===== src/rtl/pwm_fader_pkg.sv =====
// Shared types and defaults for the PWM fader.
// Define PWM_GAMMA_EN to enable the square-law gamma correction helper.
package pwm_fader_pkg;

  localparam int DUTY_W         = 8;
  localparam int DEFAULT_STEP   = 1;
  localparam int DEFAULT_PERIOD = 255;

  typedef enum logic [1:0] {
    IDLE = 2'd0,
    UP   = 2'd1,
    DOWN = 2'd2
  } state_e;

`ifdef PWM_GAMMA_EN
  // Rounds duty^2/256 upwards so that 1 stays visible and 255 stays full-on.
  function automatic logic [DUTY_W-1:0] gamma_correct(input logic [DUTY_W-1:0] d);
    logic [2*DUTY_W-1:0] sq;
    sq = {{DUTY_W{1'b0}}, d} * {{DUTY_W{1'b0}}, d};
    return DUTY_W'((sq + 16'd255) >> DUTY_W);
  endfunction
`endif

endpackage


===== src/rtl/pwm_fader_tick_edge.sv =====
// Rising-edge detector for a divider level that is already synchronous to clk.
module tick_edge (
  input  logic clk,
  input  logic rst_n,
  input  logic tick_i,
  output logic edge_o
);

  logic tick_q;

  // NOTE: sequential state uses non-blocking assignments only, so every
  // register samples its inputs from the same pre-edge values.
  always_ff @(posedge clk or negedge rst_n) begin
    if (!rst_n) tick_q <= 1'b0;
    else        tick_q <= tick_i;
  end

  assign edge_o = tick_i & ~tick_q;

endmodule


===== src/rtl/pwm_fader.sv =====
// Glitch-free PWM generator with a frame-paced duty ramp toward a requested target.
// Optional gamma correction of the shadow duty with PWM_GAMMA_EN.
module pwm_fader
  import pwm_fader_pkg::*;
#(
  parameter int STEP   = DEFAULT_STEP,
  parameter int PERIOD = DEFAULT_PERIOD
) (
  input  logic              clk,
  input  logic              rst_n,
  input  logic              pwm_tick,
  input  logic              frame_tick,
  input  logic [DUTY_W-1:0] target,
  input  logic              target_valid,
  output logic              target_ready,
  output logic              pwm_out,
  output logic [DUTY_W-1:0] duty,
  output logic              busy
);

  localparam logic [DUTY_W-1:0] LAST_CNT = DUTY_W'(PERIOD - 1);
  localparam logic [DUTY_W-1:0] STEP_W   = DUTY_W'(STEP);

  logic pwm_edge, frame_edge;

  tick_edge u_pwm_edge   (.clk(clk), .rst_n(rst_n), .tick_i(pwm_tick),   .edge_o(pwm_edge));
  tick_edge u_frame_edge (.clk(clk), .rst_n(rst_n), .tick_i(frame_tick), .edge_o(frame_edge));

  logic [DUTY_W-1:0] cnt_q, cnt_d;
  logic [DUTY_W-1:0] duty_q, duty_d;
  logic [DUTY_W-1:0] duty_sh_q, duty_sh_d;
  logic [DUTY_W-1:0] target_q, target_d;
  logic [DUTY_W-1:0] duty_eff;
  logic              pwm_out_q;
  state_e            state_q, state_d;

`ifdef PWM_GAMMA_EN
  assign duty_eff = gamma_correct(duty_q);
`else
  assign duty_eff = duty_q;
`endif

  // Widened arithmetic so the ramp saturates at the target instead of wrapping.
  logic        [DUTY_W:0]   sum_up;
  logic signed [DUTY_W+1:0] diff_dn;
  logic                     up_done, down_done, accept;

  assign sum_up    = {1'b0, duty_q} + {1'b0, STEP_W};
  assign diff_dn   = $signed({2'b00, duty_q}) - $signed({2'b00, STEP_W});
  assign up_done   = sum_up >= {1'b0, target_q};
  assign down_done = diff_dn <= $signed({2'b00, target_q});
  assign accept    = target_valid & target_ready;

  // The shadow only reloads on the wrapping edge, so a period is never cut short.
  always_comb begin
    cnt_d     = cnt_q;
    duty_sh_d = duty_sh_q;
    if (pwm_edge) begin
      if (cnt_q == LAST_CNT) begin
        cnt_d     = '0;
        duty_sh_d = duty_eff;
      end else begin
        cnt_d = cnt_q + 1'b1;
      end
    end
  end

  // NOTE: every combinational output gets a default first so no path can infer a latch.
  always_comb begin
    state_d  = state_q;
    duty_d   = duty_q;
    target_d = target_q;
    unique case (state_q)
      IDLE: begin
        if (accept) begin
          target_d = target;
          if (target > duty_q)      state_d = UP;
          else if (target < duty_q) state_d = DOWN;
        end
      end
      UP: begin
        if (frame_edge) begin
          if (up_done) begin
            duty_d  = target_q;
            state_d = IDLE;
          end else begin
            duty_d = sum_up[DUTY_W-1:0];
          end
        end
      end
      DOWN: begin
        if (frame_edge) begin
          if (down_done) begin
            duty_d  = target_q;
            state_d = IDLE;
          end else begin
            duty_d = diff_dn[DUTY_W-1:0];
          end
        end
      end
      default: state_d = IDLE;
    endcase
  end

  always_ff @(posedge clk or negedge rst_n) begin
    if (!rst_n) begin
      cnt_q     <= '0;
      duty_q    <= '0;
      duty_sh_q <= '0;
      target_q  <= '0;
      state_q   <= IDLE;
      pwm_out_q <= 1'b0;
    end else begin
      cnt_q     <= cnt_d;
      duty_q    <= duty_d;
      duty_sh_q <= duty_sh_d;
      target_q  <= target_d;
      state_q   <= state_d;
      pwm_out_q <= (cnt_q < duty_sh_q);
    end
  end

  assign pwm_out      = pwm_out_q;
  assign duty         = duty_q;
  assign busy         = (state_q != IDLE);
  assign target_ready = (state_q == IDLE);

endmodule


===== config.mk =====
export PLATFORM = sky130hd
export DESIGN_NAME = pwm_fader
export DESIGN_NICKNAME = d
export VERILOG_FILES = /design/src/rtl/pwm_fader_pkg.sv /design/src/rtl/pwm_fader_tick_edge.sv /design/src/rtl/pwm_fader.sv
export SDC_FILE = /design/constraint.sdc
export NUM_CORES = 1
export LEC_CHECK = 0
export BUFFER_PORTS_ARGS = -buffer_cell sky130_fd_sc_hd__buf_2
export CORE_MARGIN = 8
export CORE_UTILIZATION = 58
export DETAILED_ROUTE_END_ITERATION = 12
export PLACE_DENSITY = 0.9
export RECOVER_POWER = 25
export SKIP_CTS_REPAIR_TIMING = 1
export SLEW_MARGIN = 25
export SYNTH_ARGS = -nofsm -noshare
export SYNTH_HDL_FRONTEND = slang
export SYNTH_SLANG_ARGS = --single-unit

===== constraint.sdc =====
create_clock -name clk -period 6.8 [get_ports clk]
set_input_delay 1.36 -clock clk [delete_from_list [all_inputs] [get_ports clk]]
set_output_delay 1.36 -clock clk [all_outputs]
set_load 0.01 [all_outputs]

# After elaboration in Yosys (flattened, before gate mapping)

Index checks and enable logic that the tools add are counted.

$add $sub $neg: 3
$lt $le $gt $ge: 5
Equal/unequal tests: 9
Muxes and demuxes: 14
Bitwise operators: 5
Reductions and logical operators: 7

Operators with widths:

| kind                | number |
|---|---|
| $mux 8              | 5 |
| $lt 8x8->1          | 2 |
| $pmux 8 s2          | 1 |
| $mux 2              | 7 |
| $add 8x1->9 const B | 1 |
| $ge 9x8->1          | 1 |
| $le 9x9->1          | 1 |
| $sub 8x1->9 const B | 1 |
| $add 8x1->8 const B | 1 |
| $eq 8x8->1 const B  | 1 |
| $gt 8x8->1          | 1 |
| $ne 2x2->1 const B  | 4 |
| $pmux 2 s3          | 1 |
| $reduce_and 6->1    | 1 |
| $reduce_and 2->1    | 2 |
| $reduce_bool 2->1   | 2 |
| $and 1x1->1         | 3 |
| $ne 3x1->1 const B  | 1 |
| $reduce_and 3->1    | 1 |
| $eq 2x1->1 const B  | 1 |
| $eq 2x2->1 const B  | 1 |
| $logic_not 2->1     | 1 |
| $ne 2x1->1 const B  | 1 |
| $not 1->1           | 2 |

Bits in registers: 37
Input port bits: 13
Output and inout port bits: 11
Logic and storage cells: 51

# Longest topological paths before layout

Gate-level depths: netlist of the first run.

Depth in word-level cells: 5
Gate-level depth with buffers: 14

# Cells and area by module

Synthesis of the first run repeated with hierarchy kept, for this count alone.

Cells, all modules: 302
Area, all modules: 2677.6 sq um

By module, submodules not included:

| module    | times used | cells an instance | area an instance (sq um) |
|---|---|---|---|
| pwm_fader | 1          | 298               | 2600.0 |
| tick_edge | 2          | 2                 | 38.8 |

# Worst setup path before layout of the first run

No wires, ideal clock.

Kind: flip-flop to flip-flop
From: register duty_q[0] (netlist: duty[0])
To: register duty_q[3] (netlist: duty[3])
Setup time: 0.125 ns
Arrival time: 3.050 ns
Required time: 6.675 ns
Path slack: 3.625 ns
Stages on the path, launching flop included: 15
Path buffers: 1
Period minus slack after synthesis: 3.175 ns
Path through: dfrtp_1 -> inv_1 -> ha_1 -> or4b_4 -> nor2_1 -> xnor2_1 -> inv_1 -> ha_1 -> a22oi_1 -> o211ai_1 -> o21ai_0 -> or2_2 -> buf_6 -> o221ai_1 -> mux2_2

Word-level cells in the longest chain between the ends: 5

RTL lines:

| what                                              | RTL line                         | source |
|---|---|---|
| from (decl)                                       | pwm_fader.sv:30                  | `logic [DUTY_W-1:0] duty_q, duty_d;` |
| from (signal assigned)                            | pwm_fader.sv:115                 | `duty_q <= duty_d;` |
| $sub 8x1->9 / $add 8x1->9 (equally long branches) | pwm_fader.sv:49, pwm_fader.sv:48 |  |
| $le 9x9->1 / $ge 9x8->1 (equally long branches)   | pwm_fader.sv:51, pwm_fader.sv:50 |  |
| $mux 8, on equally long branches                  | pwm_fader.sv:93, pwm_fader.sv:83 |  |
| $mux 8, on equally long branches                  | pwm_fader.sv:92, pwm_fader.sv:82 |  |
| $pmux 8 s2 *                                      | pwm_fader.sv:73                  | `unique case (state_q)` |

Mark *: on every way between the ends. The rest lies on a longest branch, timed or not. The select of a mux whose other input is x is not followed.
A chain may end at the register's enable or synchronous reset.

# Worst setup path after layout of the first run

Ends and elaborated chain as after synthesis.

==> results by group, run 1 <==
Drt
  • Via count normalized by instance count: 6.13
  • Routed wire length per instance: 16.5 um
  • Detail Route met3 WL: 389 um
  • Number of antenna-violating nets in the routed design: 0
  • Met1 routed wirelength after detailed routing: 2800 um
  • Highest Signal Layer: met4
  • First-pass iteration count of the detailed router: 5
  • Number of vias in the routed layout: 2325
  • Sum of routed wire length over all layers: 6240 um
  • Total DRC errors in the routed layout: 0
  • Met2 WL: 2950 um
  • DRC violation total after the first TritonRoute iteration: 113

Placed design
  • Port Buf Inserts: 23
  • Worst-case setup slack after placement: 3360 ps
  • Routability cong.: 0.975
  • Post-detail-place hpwl: 4820 um

Synth
  • Syn. warnings: 0
  • Area of the mapped netlist: 2670 um2
  • EDFF count, synth: 0
  • Synthesized netlist cell count: 304
  • Cell accounting for the most synthesized area: dfrtp_1
  • #FFs+latches synth: 37
  • Top area cells in the synthesized netlist: dfrtp_1 35%, ha_1 16%, o21ai_0 4.7%, nand2_1 4.5%, inv_1 4.4%
  • Cell with the most instances after synthesis: dfrtp_1
  • Sequential element share of the synthesized area: 34.7%
  • Top cells by instance count after synthesis: 37 x dfrtp_1, 34 x ha_1, 32 x nand2_1, 31 x inv_1, 25 x o21ai_0
  • Mapped Avg Cell Area: 8.77 um2
  • Async set-or-reset flop fraction in the synthesized netlist: 100%
  • Primary FF master, synth: dfrtp_1
  • Count of distinct cell types in the synthesized netlist: 42
  • Syn_nets: 351
  • Share of the synthesized area in the top cell type: 34.7%

Clocking
  • Max Root-Sink Buffers: 2
  • Total clock buffers created by CTS: 5
  • Clock input transition at the sequential cells of the worst setup and hold paths: 70 ps
  • Number of H-tree levels: 2
  • CTS tree: built
  • Cell chosen for the clock root: clkbuf_8
  • TritonCTS Sinks: 37
  • Clock latency at the later pin of the worst-skew pair: 290 ps

Cells and area
  • Antenna cell count: 0
  • Area overhead of the layout relative to synthesis: 8.21%
  • Fill cells: 348
  • Layout cells sized above 1: 11.6%
  • Number of nets in the finished design: 373

Pwr
  • Pwr dens: 473 nW/um2
  • PnR Total Power: 1.36 mW
  • Leakage power figure: 1.37 nW
  • Worst supply voltage drop on vdd: 317 uV

Worst setup path
  • Worst reg2reg startpoint: duty[0]$_DFFE_PN0P_
  • Class of the most critical setup path: reg -> reg
  • Startpoint types: flip-flop
  • Required time at the worst-slack endpoint: 6980 ps
  • Signal arrival time at the worst endpoint: 3670 ps
  • Critical path peak fanout: 9
  • Beginning of the critical path: duty[0]$_DFFE_PN0P_
  • Sort of element at the end of the critical path: flip-flop

Timing
  • Total count of hold-check failures in the final report: 0
  • Fmax: 0.287 GHz
  • Max transition margin: -36.5%
  • Final worst path period need: 3480 ps
  • Final number of max-transition violations: 38
  • Slew at the pin closest to its max-slew limit: 2050 ps
  • Post-Route Setup TNS: 0 ps
  • Count of final setup violators: 0
  • Worst Slack Setup Final: 3320 ps
  • RSZ-0062 raised after global routing: false
  • Max Clock Skew: 3.65 ps
  • Fraction of the cycle the final worst path needs: 51.2%

GRT
  • Largest net degree at the start of global routing: 38
  • Total global-route track usage: 17.9%
  • Wire length of the first global-routing pass: 10600 um
  • Via count of the first global-routing pass: 2327
  • Total overflow reported by the global router: 0
  • Number of antenna violations at the first check in global routing: 0

Run status
  • Failing checks: capacitance limit, slew limit
  • Outcome: finished with violations

Min path
  • Hold Startpoint: cnt_q[4]$_DFFE_PN0P_
  • Path type of the worst min-delay path: reg -> reg

Run
  • Max capacitance violation total: 1

Floorplanning
  • Site Rows: 24
  • IO Pins: 24
  • Floorplan die area: 7020 um2
  • Floorplan Core Area: 4380 um2
  • Width of the chip: 83.8 um
  • Die extent in y: 83.8 um
  • Initial Utilization: 60.8%
==> final timing paths <==
| path | endpoint | slack, ps | depth (start not counted) |
|---|---|---|---|
| hold reg to reg | cnt_q[4]$_DFFE_PN0P_ | 540 | 1 |
| min in group asynchronous | cnt_q[3]$_DFFE_PN0P_ | 1650 | 1 |
| setup reg to reg | duty[3]$_DFFE_PN0P_ | 3320 | 13 |
| setup / recovery | duty[3]$_DFFE_PN0P_ | 3320 | 13 |
| max in group asynchronous | duty[6]$_DFFE_PN0P_ | 3980 | 1 |
| hold / removal | cnt_q[4]$_DFFE_PN0P_ | 540 | 1 |
==> critical path, stage by stage (launching register included) <==
cell and delay, ps:
dfrtp_1 470, inv_1 140, ha_1 260, or4b_4 490
nor2_1 130, xnor2_1 150, inv_1 80, ha_1 320
a22oi_1 170, o211ai_1 100, o21ai_0 350, or2_2 310
o221ai_1 140, mux2_2 280
==> cell type report <==
cell class | count | area [um2] | area share, %
sequential | 37 | 926 | 32.1
timing repair buffer | 23 | 113 | 3.90
multi-input combinational | 228 | 1580 | 54.7
clock inverter | 3 | 17.5 | 0.607
clock buffer | 5 | 68.8 | 2.39
tap | 52 | 65.1 | 2.25
inverter | 31 | 116 | 4.03
==> cell usage in the layout, fill, tap and decap left out, types with 2 or more instances in the layout <==
cell type,Yosys,final
a22oi_1,3,3
nand4_1,8,8
o31ai_1,3,3
o211ai_1,5,5
a21oi_1,13,13
nand3_1,10,10
a21o_1,7,7
inv_1,31,31
a221oi_1,2,2
clkbuf_1,6,2
xor2_1,4,4
dfrtp_1,37,37
and4_1,2,2
nor2_1,21,21
o21ai_0,25,25
nor2b_1,5,5
nand2b_1,6,6
nor3_1,5,5
or2_2,2,2
clkbuf_8,0,5
xnor2_1,10,10
mux2_2,4,4
buf_2,0,21
nand2_1,32,32
ha_1,34,34
o21a_1,3,3
a31oi_1,4,4
clkinv_2,0,2
o221ai_1,3,3
o22ai_1,3,3
==> cells by family (layout without fill, tap and decap cells) <==
group / Yosys count / count (layout) / share of synthesized area (%)
AO/OA/AOI/OAI: 80 / 80 / 19.5
multiplexers: 5 / 5 / 2.06
flip-flops: 37 / 37 / 34.7
AND/OR/NAND/NOR: 95 / 95 / 17.1
buffers and inverters: 39 / 62 / 6.05
adder cells (fa/ha/maj): 34 / 34 / 16.0
XOR/XNOR: 14 / 14 / 4.60
==> flip-flops by register name, indices dropped and copies added, names as in the netlist <==
signal and flops:
pwm_out 1, cnt_q 8, duty_sh_q 8, target_q 8
state_q 2, duty 8, u_frame_edge.tick_q 1, u_pwm_edge.tick_q 1
==> power by group <==
group	total (mW)	switching, mW	internal (mW)	leakage (nW)
Sequential	0.389	0.101	0.288	0.449
Combinational	0.823	0.488	0.334	0.875
Clock	0.152	0.0810	0.0707	0.0439
Total	1.36	0.670	0.693	1.37
==> stage by stage <==
step / instances / hold slack, ps / instance area (um2) / util, %
3_5_place_dp: 371 / 521 / 2800 / 63.9
3_3_place_gp: 371 / 520 / 2800 / 63.9
4_1_cts: 379 / 536 / 2890 / 65.9
2_1_floorplan: 304 / 480 / 2670 / -
5_1_grt: 379 / 570 / 2890 / 65.8
6_report: 379 / 537 / 2890 / 65.8
==> per-layer routing <==
metal / vias to the layer above / GRT usage [%]
li1: 1126 / -
met1: 1102 / 22.1
met2: 82 / 29.6
met3: 15 / 4.30
met4: 0 / 5.65
met5: - / 0
Note: power is estimated with default switching activity, not from simulation.
==> run 2: changes to the inputs <==
--- a/config.mk
+++ b/config.mk
@@ -5,11 +5,12 @@
 export SDC_FILE = /design/constraint.sdc
 export NUM_CORES = 1
 export LEC_CHECK = 0
+export ABC_AREA = 1
 export BUFFER_PORTS_ARGS = -buffer_cell sky130_fd_sc_hd__buf_2
 export CORE_MARGIN = 8
-export CORE_UTILIZATION = 58
+export CORE_UTILIZATION = 54
 export DETAILED_ROUTE_END_ITERATION = 12
-export PLACE_DENSITY = 0.9
+export PLACE_DENSITY = 0.88
 export RECOVER_POWER = 25
 export SKIP_CTS_REPAIR_TIMING = 1
 export SLEW_MARGIN = 25
==> constraint.sdc (replaced) <==
create_clock -name clk -period 3 [get_ports clk]
set_input_delay 0.6 -clock clk [delete_from_list [all_inputs] [get_ports clk]]
set_output_delay 0.6 -clock clk [all_outputs]
set_load 0.01 [all_outputs]
==> run 2 against run 1 <==
Net effect:
- the flow still finishes with violations (capacitance limit, slew limit)
- synthesized cell count increased by 28%
- critical path depth increased by 2
- critical endpoint is now duty[0]$_DFFE_PN0P_
- clock skew increased by 8.4 ps
- sequential cell count unchanged
- via count increased by 13%
==> results by group, run 2 <==
Run status
  • Outcome: finished with violations
  • Failing checks: capacitance limit, slew limit

Cells and area
  • Final core occ: 61.5% (-4.3 points)
  • Layout cells sized above 1: 13.4% (+1.8 points)
  • Final Instance Area: 3140 um2 (+8.9%)
  • Area overhead of the layout relative to synthesis: 10.2%
  • Antenna cell count: 0 (unchanged)
  • Number of nets in the finished design: 464 (+24%)
  • Commonest non-fill, non-tap cell in the layout: nand2_1
  • Highest-count cells in the layout ignoring fill and taps: 81 x nand2_1, 56 x inv_1, 51 x nor2_1, 37 x dfrtp_1, 34 x ha_1

Worst setup path
  • Worst reg2reg startpoint: duty[1]$_DFFE_PN0P_
  • Critical R2R Capture: duty[0]$_DFFE_PN0P_
  • Signal arrival time at the worst endpoint: 2970 ps (-700 ps)
  • Critical path peak fanout: 14 (+5)
  • Startpoint types: flip-flop
  • Required time at the worst-slack endpoint: 3180 ps (-3800 ps)
  • R2R cell count: 15 (+2)
  • Worst setup slack for register-to-register paths: 200 ps (-3110 ps)
  • Sort of element at the end of the critical path: flip-flop
  • Class of the most critical setup path: reg -> reg

Timing
  • Total count of hold-check failures in the final report: 0 (unchanged)
  • Fraction of the cycle the final worst path needs: 93.3% (+42 points)
  • Max transition margin: -34.4% (+2.1 points)
  • Count of final setup violators: 0 (unchanged)
  • Fmax: 0.357 GHz (+25%)
  • Slew at the pin closest to its max-slew limit: 2020 ps (-31.7 ps)
  • RSZ-0062 raised after global routing: false
  • Worst Slack Setup Final: 202 ps (-3110 ps)
  • Max Clock Skew: 12.0 ps (+8.36 ps)
  • Post-Route Setup TNS: 0 ps (unchanged)
  • Final worst path period need: 2800 ps (-686 ps)
  • Final number of max-transition violations: 38 (unchanged)

Placed design
  • Post-DP Area: 3040 um2 (+8.7%)
  • Port Buf Inserts: 23 (unchanged)
  • Post-detail-place hpwl: 5350 um (+11%)
  • Worst-case setup slack after placement: 176 ps (-3180 ps)
  • Routability cong.: 0.968 (-0.70%)

Synth
  • EDFF count, synth: 0 (unchanged)
  • Synthesized netlist cell count: 390 (+28%)
  • Top cells by instance count after synthesis: 82 x nand2_1, 57 x inv_1, 52 x nor2_1, 37 x dfrtp_1, 34 x ha_1
  • Sequential element share of the synthesized area: 32.5% (-2.3 points)
  • Async set-or-reset flop fraction in the synthesized netlist: 100% (unchanged)
  • Count of distinct cell types in the synthesized netlist: 34 (-19%)
  • Mapped Avg Cell Area: 7.31 um2 (-17%)
  • Area of the mapped netlist: 2850 um2 (+6.9%)
  • Syn. warnings: 0 (unchanged)
  • Top area cells in the synthesized netlist: dfrtp_1 32%, ha_1 15%, nand2_1 11%, inv_1 7.5%, nor2_1 6.8%
  • #FFs+latches synth: 37 (unchanged)
  • Cell accounting for the most synthesized area: dfrtp_1
  • Share of the synthesized area in the top cell type: 32.5% (-2.3 points)
  • Primary FF master, synth: dfrtp_1
  • Syn_nets: 437 (+25%)
  • Cell with the most instances after synthesis: nand2_1

GRT
  • Wire length of the first global-routing pass: 12000 um (+13%)
  • Largest net degree at the start of global routing: 38 (unchanged)
  • Number of antenna violations at the first check in global routing: 0 (unchanged)
  • Via count of the first global-routing pass: 2670 (+15%)
  • Total overflow reported by the global router: 0 (unchanged)
  • Total global-route track usage: 19.5% (+1.6 points)

Pwr
  • Worst supply voltage drop on vdd: 688 uV (+120%)
  • Pwr dens: 1110 nW/um2 (+130%)
  • PnR Total Power: 3.47 mW (+150%)
  • Leakage power figure: 1.67 nW (+22%)

Floorplanning
  • Floorplan die area: 7860 um2 (+12%)
  • Initial Utilization: 55.8% (-5.0 points)
  • Site Rows: 26 (+8.3%)
  • IO Pins: 24 (unchanged)
  • Die extent in y: 88.7 um (+5.8%)
  • Width of the chip: 88.7 um (+5.8%)
  • Floorplan Core Area: 5110 um2 (+16%)

Drt
  • Number of antenna-violating nets in the routed design: 0 (unchanged)
  • First-pass iteration count of the detailed router: 5 (unchanged)
  • DRC violation total after the first TritonRoute iteration: 235 (+110%)
  • Via count normalized by instance count: 5.38 (-12%)
  • Sum of routed wire length over all layers: 6790 um (+8.7%)
  • Number of vias in the routed layout: 2623 (+13%)
  • Total DRC errors in the routed layout: 0 (unchanged)
  • Routed wire length per instance: 13.9 um (-16%)

Clocking
  • Clock latency at the later pin of the worst-skew pair: 290 ps (about the same)
  • CTS tree: built
  • TritonCTS Sinks: 37 (unchanged)
  • Cell chosen for the clock root: clkbuf_8
  • Max Root-Sink Buffers: 2 (unchanged)
  • Total clock buffers created by CTS: 5 (unchanged)
  • Number of H-tree levels: 2 (unchanged)
  • Clock input transition at the sequential cells of the worst setup and hold paths: 80 ps (about the same)

Run
  • Max capacitance violation total: 1 (unchanged)

Min path
  • Number of cells on the worst hold path: 1 (unchanged)
  • Hold Startpoint: frame_tick
  • Path type of the worst min-delay path: in -> reg
  • Hold Crit Endpoint: u_frame_edge.tick_q$_DFF_PN0_
## run 2: critical path, stage by stage, from the launching register on
cell	delay [ps]
dfrtp_1	450
ha_1	220
nand2_1	140
nor3_1	250
xor2_1	200
inv_1	60
ha_1	310
a21o_1	190
nand3_2	70
nand2_2	60
nor2_4	130
nand4_4	230
nand2_1	170
nand2_1	60
nand3_1	60
o21ai_1	70
## run 2: cells by family after synthesis
family | after synthesis | share of synthesized area, %
flops | 37 | 32.5
compound gates | 55 | 10.9
fa+ha+maj | 34 | 14.9
simple gates | 188 | 29.5
buf+inv | 67 | 9.43
xor+xnor | 9 | 2.76
## run 2: final cells by class
type	count	area, um2
Clock buffer	6	82.6
Inverter	59	221
Multi-Input combinational cell	286	1660
Fill cell	500	1960
Clock inverter	2	13.8
Timing Repair Buffer	28	150
Sequential cell	37	926
Tap cell	70	87.6
## run 2: power breakdown
part / total [mW] / leakage (nW) / switching [mW] / internal (mW)
Sequential: 0.862 / 0.427 / 0.201 / 0.661
Clock: 0.371 / 0.0512 / 0.185 / 0.186
Combinational: 2.24 / 1.19 / 1.42 / 0.824
## run 2: how the worst max path moves through the flow
stage	from	end	slack (ps)	cells after the start
2_1_floorplan	duty[0]$_DFFE_PN0P_	duty[1]$_DFFE_PN0P_	350	21
3_3_place_gp	duty[1]$_DFFE_PN0P_	duty[0]$_DFFE_PN0P_	280	20
3_5_place_dp	duty[1]$_DFFE_PN0P_	duty[0]$_DFFE_PN0P_	180	20
4_1_cts	duty[1]$_DFFE_PN0P_	duty[0]$_DFFE_PN0P_	160	20
5_1_grt	duty[1]$_DFFE_PN0P_	duty[1]$_DFFE_PN0P_	10	20
6_report	duty[1]$_DFFE_PN0P_	duty[0]$_DFFE_PN0P_	200	15
## run 2: routing by layer
layer	wire length [um]	global-route usage, %	part of all wire (%)	up-vias
met2	3350	34.6	49	70
met3	399	3.34	5.9	10
met4	110	7.07	1.6	0
met1	2920	22.6	43	1225
met5	0	0	0	-
li1	-	-	-	1318
## run 2: metrics by stage
step	hold slack [ps]	cells
after global placement	473	480
after floorplan	304	390
after detailed placement	476	480
final	431	488
after global routing	423	488
after CTS	425	488
